### src/rtl/wb_port_arbiter_pkg.sv
// Shared types for the regfile write-port arbiter: write request record,
// default aux FIFO depth and the arbitration state encoding.
package wb_port_arbiter_pkg;

    typedef logic [4:0]  rv32i_reg;
    typedef logic [31:0] rv32i_word;

    typedef struct packed {
        rv32i_reg  rd;
        rv32i_word data;
    } wb_req_t;

    localparam int unsigned AUX_DEPTH_DEF = 2;

    typedef enum logic [1:0] {
        ARB_IDLE  = 2'd0,
        ARB_PEND  = 2'd1,
        ARB_FORCE = 2'd2
    } arb_state_e;

endpackage

### src/rtl/wb_aux_fifo.sv
// Small circular FIFO holding aux unit results until they win the regfile port.
// Pointers wrap modulo AUX_DEPTH; occupancy lives in its own counter.
module wb_aux_fifo
    import wb_port_arbiter_pkg::*;
#(
    parameter  int unsigned AUX_DEPTH = AUX_DEPTH_DEF,
    localparam int unsigned PTR_W     = (AUX_DEPTH > 1) ? $clog2(AUX_DEPTH) : 1,
    localparam int unsigned CNT_W     = $clog2(AUX_DEPTH + 1)
) (
    input  logic             clk,
    input  logic             rst,
    input  logic             push,
    input  logic             pop,
    input  wb_req_t          din,
    output wb_req_t          dout,
    output logic             full,
    output logic             empty,
    output logic [CNT_W-1:0] count
);

    localparam logic [PTR_W-1:0] LAST_PTR = PTR_W'(AUX_DEPTH - 1);
    localparam logic [CNT_W-1:0] FULL_CNT = CNT_W'(AUX_DEPTH);

    wb_req_t          r_mem [AUX_DEPTH];
    logic [PTR_W-1:0] r_wr_ptr;
    logic [PTR_W-1:0] r_rd_ptr;
    logic [CNT_W-1:0] r_count;
    logic             w_push_ok;
    logic             w_pop_ok;

    function automatic logic [PTR_W-1:0] ptr_inc(input logic [PTR_W-1:0] ptr);
        logic [PTR_W-1:0] nxt;
        if (ptr == LAST_PTR) begin
            nxt = {PTR_W{1'b0}};
        end else begin
            nxt = ptr + {{(PTR_W-1){1'b0}}, 1'b1};
        end
        return nxt;
    endfunction

    assign full      = (r_count == FULL_CNT);
    assign empty     = (r_count == {CNT_W{1'b0}});
    assign count     = r_count;
    assign w_push_ok = push & ~full;
    assign w_pop_ok  = pop & ~empty;
    assign dout      = r_mem[r_rd_ptr];

    // Entry storage, written at the tail
    always_ff @(posedge clk) begin
        if (w_push_ok) begin
            r_mem[r_wr_ptr] <= din;
        end
    end

    // Pointers and occupancy
    always_ff @(posedge clk or posedge rst) begin
        if (rst) begin
            r_wr_ptr <= {PTR_W{1'b0}};
            r_rd_ptr <= {PTR_W{1'b0}};
            r_count  <= {CNT_W{1'b0}};
        end else begin
            if (w_push_ok) begin
                r_wr_ptr <= ptr_inc(r_wr_ptr);
            end
            if (w_pop_ok) begin
                r_rd_ptr <= ptr_inc(r_rd_ptr);
            end
            case ({w_push_ok, w_pop_ok})
                2'b10:   r_count <= r_count + {{(CNT_W-1){1'b0}}, 1'b1};
                2'b01:   r_count <= r_count - {{(CNT_W-1){1'b0}}, 1'b1};
                default: r_count <= r_count;
            endcase
        end
    end

endmodule

### src/rtl/wb_port_arbiter.sv
// Shares the regfile write port between the WB stage and queued aux results.
// Define WB_ARB_AGE_EN to enable the aging guard (age counter + FORCE state).
module wb_port_arbiter
    import wb_port_arbiter_pkg::*;
#(
    parameter int unsigned AUX_DEPTH = AUX_DEPTH_DEF,
    parameter int unsigned MAX_WAIT  = 4
) (
    input  logic        clk,
    input  logic        rst,
    input  logic        stall_in,
    input  logic        pipe_valid,
    input  logic        pipe_we,
    input  logic [4:0]  pipe_rd,
    input  logic [31:0] pipe_data,
    output logic        pipe_stall,
    input  logic        aux_valid,
    input  logic [4:0]  aux_rd,
    input  logic [31:0] aux_data,
    output logic        aux_ready,
    output logic        rf_we,
    output logic [4:0]  rf_rd,
    output logic [31:0] rf_data
);

    localparam int unsigned CNT_W = $clog2(AUX_DEPTH + 1);

    if (AUX_DEPTH < 1 || AUX_DEPTH > 8 || MAX_WAIT < 1) begin : g_param_check
        $error("wb_port_arbiter: AUX_DEPTH must be 1..8 and MAX_WAIT >= 1");
    end

    arb_state_e       r_state;
    wb_req_t          w_aux_req;
    wb_req_t          w_head;
    logic             w_full;
    logic             w_empty;
    logic [CNT_W-1:0] w_count;
    logic             w_preq;
    logic             w_push;
    logic             w_pop;
    logic             w_grant_pipe;
    logic             w_grant_aux;
    logic             w_nonempty_next;
    logic             w_force_next;

    assign w_preq    = pipe_valid & pipe_we & ~stall_in & (pipe_rd != 5'd0);
    assign aux_ready = ~w_full;
    assign w_push    = aux_valid & aux_ready & (aux_rd != 5'd0);
    assign w_pop     = w_grant_aux;
    assign w_aux_req = '{rd: aux_rd, data: aux_data};

    // An x0 aux result is accepted (aux_ready handshake) but never stored
    wb_aux_fifo #(
        .AUX_DEPTH(AUX_DEPTH)
    ) u_fifo (
        .clk  (clk),
        .rst  (rst),
        .push (w_push),
        .pop  (w_pop),
        .din  (w_aux_req),
        .dout (w_head),
        .full (w_full),
        .empty(w_empty),
        .count(w_count)
    );

    assign w_nonempty_next = w_push | (~w_empty & ~(w_pop & (w_count == CNT_W'(1))));

    // Port grant for the current cycle
    always_comb begin
        w_grant_pipe = 1'b0;
        w_grant_aux  = 1'b0;
        case (r_state)
            ARB_IDLE: begin
                w_grant_pipe = w_preq;
            end
            ARB_PEND: begin
                if (w_preq) begin
                    w_grant_pipe = 1'b1;
                end else begin
                    w_grant_aux = ~w_empty;
                end
            end
`ifdef WB_ARB_AGE_EN
            ARB_FORCE: begin
                w_grant_aux = ~w_empty;
            end
`endif
            default: begin
                w_grant_pipe = 1'b0;
                w_grant_aux  = 1'b0;
            end
        endcase
    end

`ifdef WB_ARB_AGE_EN
    localparam int unsigned     AGE_W    = $clog2(MAX_WAIT + 1);
    localparam logic [AGE_W-1:0] AGE_LAST = AGE_W'(MAX_WAIT - 1);
    localparam logic [AGE_W-1:0] AGE_MAX  = AGE_W'(MAX_WAIT);

    logic [AGE_W-1:0] r_age;
    logic             w_head_lost;

    assign w_head_lost  = (r_state == ARB_PEND) & w_grant_pipe & ~w_empty;
    assign w_force_next = w_head_lost & (r_age == AGE_LAST);
    assign pipe_stall   = w_preq & w_grant_aux;

    // Consecutive losses of the current head entry
    always_ff @(posedge clk or posedge rst) begin
        if (rst) begin
            r_age <= {AGE_W{1'b0}};
        end else if ((r_state == ARB_IDLE) || w_pop) begin
            r_age <= {AGE_W{1'b0}};
        end else if (w_head_lost && (r_age != AGE_MAX)) begin
            r_age <= r_age + {{(AGE_W-1){1'b0}}, 1'b1};
        end else begin
            r_age <= r_age;
        end
    end
`else
    assign w_force_next = 1'b0;
    assign pipe_stall   = 1'b0;
`endif

    // Arbitration FSM, tracking FIFO occupancy after this cycle's push/pop
    always_ff @(posedge clk or posedge rst) begin
        if (rst) begin
            r_state <= ARB_IDLE;
        end else begin
            case (r_state)
                ARB_IDLE:  r_state <= w_nonempty_next ? ARB_PEND : ARB_IDLE;
                ARB_PEND:  r_state <= w_force_next ? ARB_FORCE :
                                      (w_nonempty_next ? ARB_PEND : ARB_IDLE);
                ARB_FORCE: r_state <= w_nonempty_next ? ARB_PEND : ARB_IDLE;
                default:   r_state <= ARB_IDLE;
            endcase
        end
    end

    // Regfile write port driven straight from the grant
    always_comb begin
        rf_we   = 1'b0;
        rf_rd   = 5'd0;
        rf_data = 32'd0;
        if (w_grant_aux) begin
            rf_we   = 1'b1;
            rf_rd   = w_head.rd;
            rf_data = w_head.data;
        end else if (w_grant_pipe) begin
            rf_we   = 1'b1;
            rf_rd   = pipe_rd;
            rf_data = pipe_data;
        end else begin
            rf_we   = 1'b0;
            rf_rd   = 5'd0;
            rf_data = 32'd0;
        end
    end

endmodule

### config.mk
export PLATFORM = sky130hd
export DESIGN_NAME = wb_port_arbiter
export DESIGN_NICKNAME = d
export VERILOG_FILES = /design/src/rtl/wb_port_arbiter_pkg.sv /design/src/rtl/wb_aux_fifo.sv /design/src/rtl/wb_port_arbiter.sv
export SDC_FILE = /design/constraint.sdc
export NUM_CORES = 1
export LEC_CHECK = 0
export ABC_AREA = 1
export ABC_CLOCK_PERIOD_IN_PS = 6400
export BUFFER_PORTS_ARGS = -buffer_cell sky130_fd_sc_hd__buf_2
export CAP_MARGIN = 15
export CORE_UTILIZATION = 35
export CTS_CLUSTER_SIZE = 20
export DETAILED_ROUTE_END_ITERATION = 8
export HOLD_SLACK_MARGIN = 0.15
export PLACE_DENSITY = 0.57
export SLEW_MARGIN = 15
export SYNTH_ARGS = -nofsm -noshare
export SYNTH_HDL_FRONTEND = slang
export SYNTH_SLANG_ARGS = --single-unit
### constraint.sdc
create_clock -name clk -period 6.4 [get_ports clk]
set_clock_uncertainty 0.1 [all_clocks]
set_input_delay 1.92 -clock clk [delete_from_list [all_inputs] [get_ports clk]]
set_output_delay 1.92 -clock clk [all_outputs]
set_load 0.03 [all_outputs]
==> summary.md, run 1 <==
| Metric | Value |
|---|---|
| Status | complete, no violations |
| ANT cells | 0 |
| DR pass1 iterations | 4 |
| RSZ-0062 raised after global routing | no |
| Dominant cells by area after synthesis | edfxtp_1 (62%), nand2_1 (20%), nand3_1 (5.6%) |
| Dpl hpwl | 5.02 mm |
| Synth top area share | 0.622 |
| Reg clk slew, reported paths | 0.08 ns |
| Yosys Warn Count | 0 |
| Logic pwr share | 0.457 |
| Synthesis-to-layout area growth | 25.6% |
| F_max | 177 MHz |
| DR WL/cell | 12.7 um |
| Post-synthesis mux area share | 0.00280 |
| Gpl congestion | 0.682 |
| Area post-placement | 4270 sq um |
| Clk_lat worst skew | 0.34 ns |
| Synth Area in XOR/XNOR | 0.00490 |
| Simple-gate portion of the synthesized area | 0.278 |
| CP Capture Point | rf_data[30] |
| Peak VDD IR | 196 uV |
| Die X | 103 um |
| EDFF count, synth | 74 |
| Max-slew headroom | 0.545 |
| H-tree depth | 3 |
| Main flop type after synthesis | edfxtp_1 |
| Switching Share | 0.428 |
| Critical path depth in cells | 9 |
| Post-synthesis instance total | 357 |
| Die height | 103 um |
| Clock share of power | 0.186 |
| Post-synth net total | 441 |
| Worst setup margin | 0.759 ns |
| Max-Cap Viols | 0 |
| Distinct cells, synth | 24 |
| R2R Path Start | u_fifo.count[0] |
| Worst hold slack | 0.380 ns |
| Initial antenna violation count | 1 |
| R2R cell count | 8 |
| Gr ovfl total | 0 |
| Crit path cell chain | buf_2 -> nor2_2 -> nand3_4 -> nand2_4 -> nand2_4 -> inv_4 -> nand2_1 -> nand2_1 -> buf_2 |
| Largest net degree at the start of global routing | 40 |
| CP Launch Type | primary input |
| Top-count cell post-synth | nand2_1 |
| Slew Limit Fails | 0 |
| Critical path class | primary input to output port |
| Setup violations, final | 0 |
| All-layer global routing usage | 0.152 |
| Crit path from | pipe_rd[0] |
| Pleak | 2.13 nW |
| Reg-to-reg slack, setup | 4.25 ns |
| Sequential power share | 0.356 |
| Top delay family on crit path | simple AND/OR/NAND/NOR gates |
| Finished Cell Area | 4490 sq um |
| Die area | 10600 sq um |
| Vias in the first global route | 2461 |
| Cts bufs inserted | 9 |
| CTS Root Buffer Type | clkbuf_8 |
| Final hold vios | 0 |
| Number of buffers added on ports | 118 |
| Fin crit period | 5.64 ns |
| Clk buf depth | 2 |
| Pre-CTS WS | 0.716 ns |
| WL final | 7.76 mm |
| Vias | 2730 |
| Nets | 557 |
| Tcrit/Tclk final | 0.881 |
| Hold_buf cts | 0 |
| CP max stage cell | nand3_4 |
| Initial Utilization | 0.364 |
| P per Cell Area | 457 nW/um^2 |
| Setup crit end kind | output port |
| Largest family of logic cells by synthesized area | simple AND/OR/NAND/NOR gates |
| Vias per Instance | 4.48 |
| # Post-CTS Setup Buffers | 0 |
| DRT iter0 DRCs | 99 |
| Crit path buf inv count | 3 |
| Worst EP required | 4.38 ns |
| HP Class | register to register |
| CP Data Arrival Time | 3.62 ns |
| Yosys top cell by area | edfxtp_1 |
| DR DRC count | 0 |
| P_int | 1.17 mW |
| Post-synth ARST share | 0.0633 |
| Share of cells above drive strength 1 | 0.302 |
| Compound-gate portion of the synthesized area | 0.00420 |
| TNS Setup | 0 ns |
| Yosys reg bits | 79 |
| Mapped cell area | 3570 sq um |
| Core box area | 9820 sq um |
| Top cells by count, synth | nand2_1 (188), edfxtp_1 (74), nand3_1 (40) |
| Syn Area/Cell | 10.0 sq um |
| Ports | 120 |
| Max incr delay on CP | 0.38 ns |
| Crit-path max FO | 36 |
| Actual slew at the worst max-slew pin | 0.682 ns |
| First-pass GRT wire length | 11.9 mm |
| CTS tree | built |
| Post_cts resized | 0 |
| CTS sink cnt | 79 |
| Antenna-violating nets left | 0 |
| Post-synthesis adder-cell area fraction | 0.0140 |
| R2R Path End | u_fifo.count[1] |
| Switch Pwr | 877 uW |
| Seq/Total Area, Yosys | 0.657 |
| FP Rows | 36 |
## metal layers
metal | track usage | part of all wire | up-vias
li1 | - | - | 1403
met1 | 0.186 | 0.43 | 1232
met2 | 0.259 | 0.48 | 79
met3 | 0.0325 | 0.061 | 14
met4 | 0.0693 | 0.020 | 2
met5 | 0 | 0.0017 | -
## registers in the layout, summed over array words and instances, names as in the netlist
name	flops
u_fifo.r_mem	74
u_fifo.count	2
r_state	1
u_fifo.r_rd_ptr	1
u_fifo.r_wr_ptr	1
## worst min-delay path by stage
stage	start	to	cells after the start
after floorplan	u_fifo.r_wr_ptr	u_fifo.r_wr_ptr	2
after global placement	u_fifo.r_wr_ptr	u_fifo.r_wr_ptr	2
after detailed placement	u_fifo.r_wr_ptr	u_fifo.r_wr_ptr	2
after CTS	u_fifo.r_wr_ptr	u_fifo.r_wr_ptr	2
after global routing	u_fifo.r_wr_ptr	u_fifo.r_wr_ptr	2
final	u_fifo.r_wr_ptr	u_fifo.r_wr_ptr	2
## logic make-up after synthesis
logic type / Yosys count
fa+ha+maj: 4
simple gates: 239
mux: 1
xor+xnor: 2
flops: 79
compound gates: 3
buf+inv: 28
other cells: 1
## power groups by stage
stage          logic, mW  clock network, mW  registers [mW]
4_1_cts            0.948              0.391           0.733
5_1_grt             1.05              0.416           0.740
3_3_place_gp       0.938                  0           0.741
6_report           0.938              0.382           0.730
3_5_place_dp       0.945                  0           0.744
2_1_floorplan      0.697                  0           0.742
## tightest hold or removal path, stage by stage, from the launching register on
cell     delay, ns
dfrtp_1       0.35
nand2_1       0.05
nand2_1       0.05
## cell type report
type | count | area, sq um
Clock buffer | 10 | 128
Clock inverter | 5 | 73.8
Fill cell | 989 | 5330
Inverter | 11 | 43.8
Multi-Input combinational cell | 250 | 1100
Sequential cell | 79 | 2350
Tap cell | 133 | 166
Timing Repair Buffer | 122 | 633
## layout by cell type, fill, tap and decap left out, types with 2 or more instances in the layout
cell,synthesis,routed
clkinv_2,0,2
buf_2,4,118
buf_4,1,3
nor2_2,2,2
clkinv_1,0,2
dfrtp_1,5,5
nand3_1,40,40
nand2_4,2,2
inv_1,9,8
nor2_1,3,2
o21ai_0,3,3
nor2_4,1,2
edfxtp_1,74,74
bufinv_16,0,2
clkbuf_8,0,9
xnor2_1,2,2
ha_1,4,4
nand2_1,188,188
## through the flow
stage / total power, mW / util / cells
2_1_floorplan: 1.44 / - / 357
3_3_place_gp: 1.68 / 0.435 / 594
3_5_place_dp: 1.69 / 0.435 / 594
4_1_cts: 2.07 / 0.455 / 609
5_1_grt: 2.21 / 0.457 / 610
6_report: 2.05 / 0.457 / 610
No activity file was read; power rests on OpenSTA's default activity.
==> run 2, diff against run 1 <==
ABC_CLOCK_PERIOD_IN_PS = 6500   (was 6400)
PLACE_DENSITY = 0.71   (was 0.57)
clock period = 6.5 ns   (was 6.4 ns; I/O delays follow)
==> summary.md, run 2 (same netlist as run 1, synthesis figures left out) <==
| Metric | Value |
|---|---|
| P per Cell Area | 449 nW/um^2 (-1.8%) |
| CTS tree | built |
| Crit path buf inv count | 3 (unchanged) |
| Vias per Instance | 4.62 (+3.2%) |
| WL final | 8.21 mm (+5.8%) |
| FP Rows | 36 (unchanged) |
| Post_cts resized | 0 (unchanged) |
| Synthesis-to-layout area growth | 24.9% |
| R2R cell count | 5 (-3) |
| Share of cells above drive strength 1 | 0.306 (+0.00419) |
| Largest net degree at the start of global routing | 39 (-2.5%) |
| Setup crit end kind | output port |
| R2R Path End | u_fifo.r_mem[1][25] |
| Max incr delay on CP | 0.40 ns (+0.02 ns) |
| DR DRC count | 0 (unchanged) |
| CTS Root Buffer Type | clkbuf_8 |
| Die X | 103 um (unchanged) |
| Commonest non-fill, non-tap cell in the layout | nand2_1 |
| Clk buf depth | 2 (unchanged) |
| Initial antenna violation count | 0 (-1) |
| Max-slew headroom | 0.273 (-0.272) |
| Core box area | 9820 sq um (unchanged) |
| Most flop-heavy register | u_fifo.r_mem |
| Worst Hold Path EP | u_fifo.r_wr_ptr |
| Fin crit period | 5.74 ns |
| DR pass1 iterations | 4 (unchanged) |
| CP Launch Type | primary input |
| Reg-to-reg slack, setup | 4.13 ns (-0.12 ns) |
| Worst Min Path Start | u_fifo.r_wr_ptr |
| Status | complete, no violations |
| Reg clk slew, reported paths | 0.08 ns (about the same) |
| CP max stage cell | nand3_4 |
| DR WL/cell | 13.5 um (+5.8%) |
| # Post-CTS Setup Buffers | 0 (unchanged) |
| Worst hold slack | 0.382 ns (+0.00202 ns) |
| All-layer global routing usage | 0.164 (+0.0122) |
| Max-Cap Viols | 0 (unchanged) |
| Cts bufs inserted | 9 (unchanged) |
| R2R Path Start | u_fifo.count[0] |
| Die height | 103 um (unchanged) |
| Crit-path max FO | 36 (unchanged) |
| CP Data Arrival Time | 3.69 ns (+0.07 ns) |
| RSZ-0062 raised after global routing | no |
| F_max | 174 MHz |
| Number of buffers added on ports | 118 (unchanged) |
| HP Class | register to register |
| DRT iter0 DRCs | 94 (-5.1%) |
| Nets | 556 (-0.18%) |
| ANT cells | 0 (unchanged) |
| Ports | 120 (unchanged) |
| Max reg flops | 74 (unchanged) |
| Hold depth | 2 (unchanged) |
| Vias in the first global route | 2619 (+6.4%) |
| TNS Setup | 0 ns (unchanged) |
| Crit path cell chain | buf_2 -> nor2_2 -> nand3_4 -> nand2_4 -> nand2_4 -> inv_4 -> nand2_1 -> nand2_1 -> buf_2 |
| Clk_lat worst skew | 0.34 ns (about the same) |
| Critical path class | primary input to output port |
| Top delay family on crit path | simple AND/OR/NAND/NOR gates |
| Power after layout | 2.00 mW (-2.4%) |
| Initial Utilization | 0.364 (unchanged) |
| Dpl hpwl | 5.53 mm (+10%) |
| Vias | 2816 (+3.2%) |
| Commonest non-fill, non-tap cells in the layout | nand2_1 (188), buf_2 (118), edfxtp_1 (74), nand3_1 (40) |
| Pleak | 2.12 nW (-0.50%) |
| Antenna-violating nets left | 0 (unchanged) |
| Worst EP required | 4.45 ns (+0.07 ns) |
| Hold_buf cts | 0 (unchanged) |
| First-pass GRT wire length | 12.6 mm (+6.5%) |
| Slew Limit Fails | 0 (unchanged) |
| CTS sink cnt | 79 (unchanged) |
| Peak VDD IR | 357 uV (+82%) |
| Gr ovfl total | 0 (unchanged) |
| Gpl congestion | 0.693 (+1.5%) |
| Final hold vios | 0 (unchanged) |
| Tcrit/Tclk final | 0.883 |
| Die area | 10600 sq um (unchanged) |
| Setup violations, final | 0 (unchanged) |
| H-tree depth | 3 (unchanged) |
| Actual slew at the worst max-slew pin | 1.09 ns (+0.406 ns) |
## run 2: final cells by class
type / instances / area [sq um]
Tap cell: 133 / 166
Inverter: 11 / 43.8
Clock buffer: 9 / 124
Timing Repair Buffer: 121 / 613
Sequential cell: 79 / 2350
Clock inverter: 7 / 72.6
Fill cell: 994 / 5360
Multi-Input combinational cell: 250 / 1100
## run 2: worst max-delay path by stage
stage | start | to | slack (ns) | depth (start not counted)
6_report | pipe_rd[0] | rf_rd[1] | 0.76 | 9
5_1_grt | pipe_rd[0] | rf_data[27] | 0.57 | 9
4_1_cts | pipe_rd[0] | rf_rd[1] | 0.71 | 9
2_1_floorplan | pipe_rd[2] | rf_rd[4] | 1.37 | 5
3_5_place_dp | pipe_rd[0] | rf_rd[1] | 0.71 | 9
3_3_place_gp | pipe_rd[0] | rf_data[10] | 0.74 | 9
## run 2: power breakdown
group          internal (mW)  total, mW  switching, mW
clock network          0.178      0.359          0.181
logic                  0.244      0.918          0.674
registers              0.693      0.724         0.0309
## run 2: layer usage
| metal | share of wire | track usage | vias to the layer above |
|---|---|---|---|
| met1 | 0.42 | 0.193 | 1319 |
| li1 | - | - | 1404 |
| met3 | 0.057 | 0.0468 | 15 |
| met5 | 0 | 0 | - |
| met2 | 0.50 | 0.280 | 78 |
| met4 | 0.019 | 0.0748 | 0 |
## run 2: worst min-delay path, stage by stage (launching register included)
cell and delay, ns:
dfrtp_1 0.35, nand2_1 0.05, nand2_1 0.05
## run 2: per-stage QoR
stage	cells	area [sq um]	utilization	setup WS (ns)
detailed placement	594	4270	0.435	0.707
global route	610	4460	0.455	0.572
finish	610	4460	0.455	0.761
floorplan	357	3570	-	1.37
CTS	610	4460	0.455	0.710
global placement	594	4270	0.435	0.739
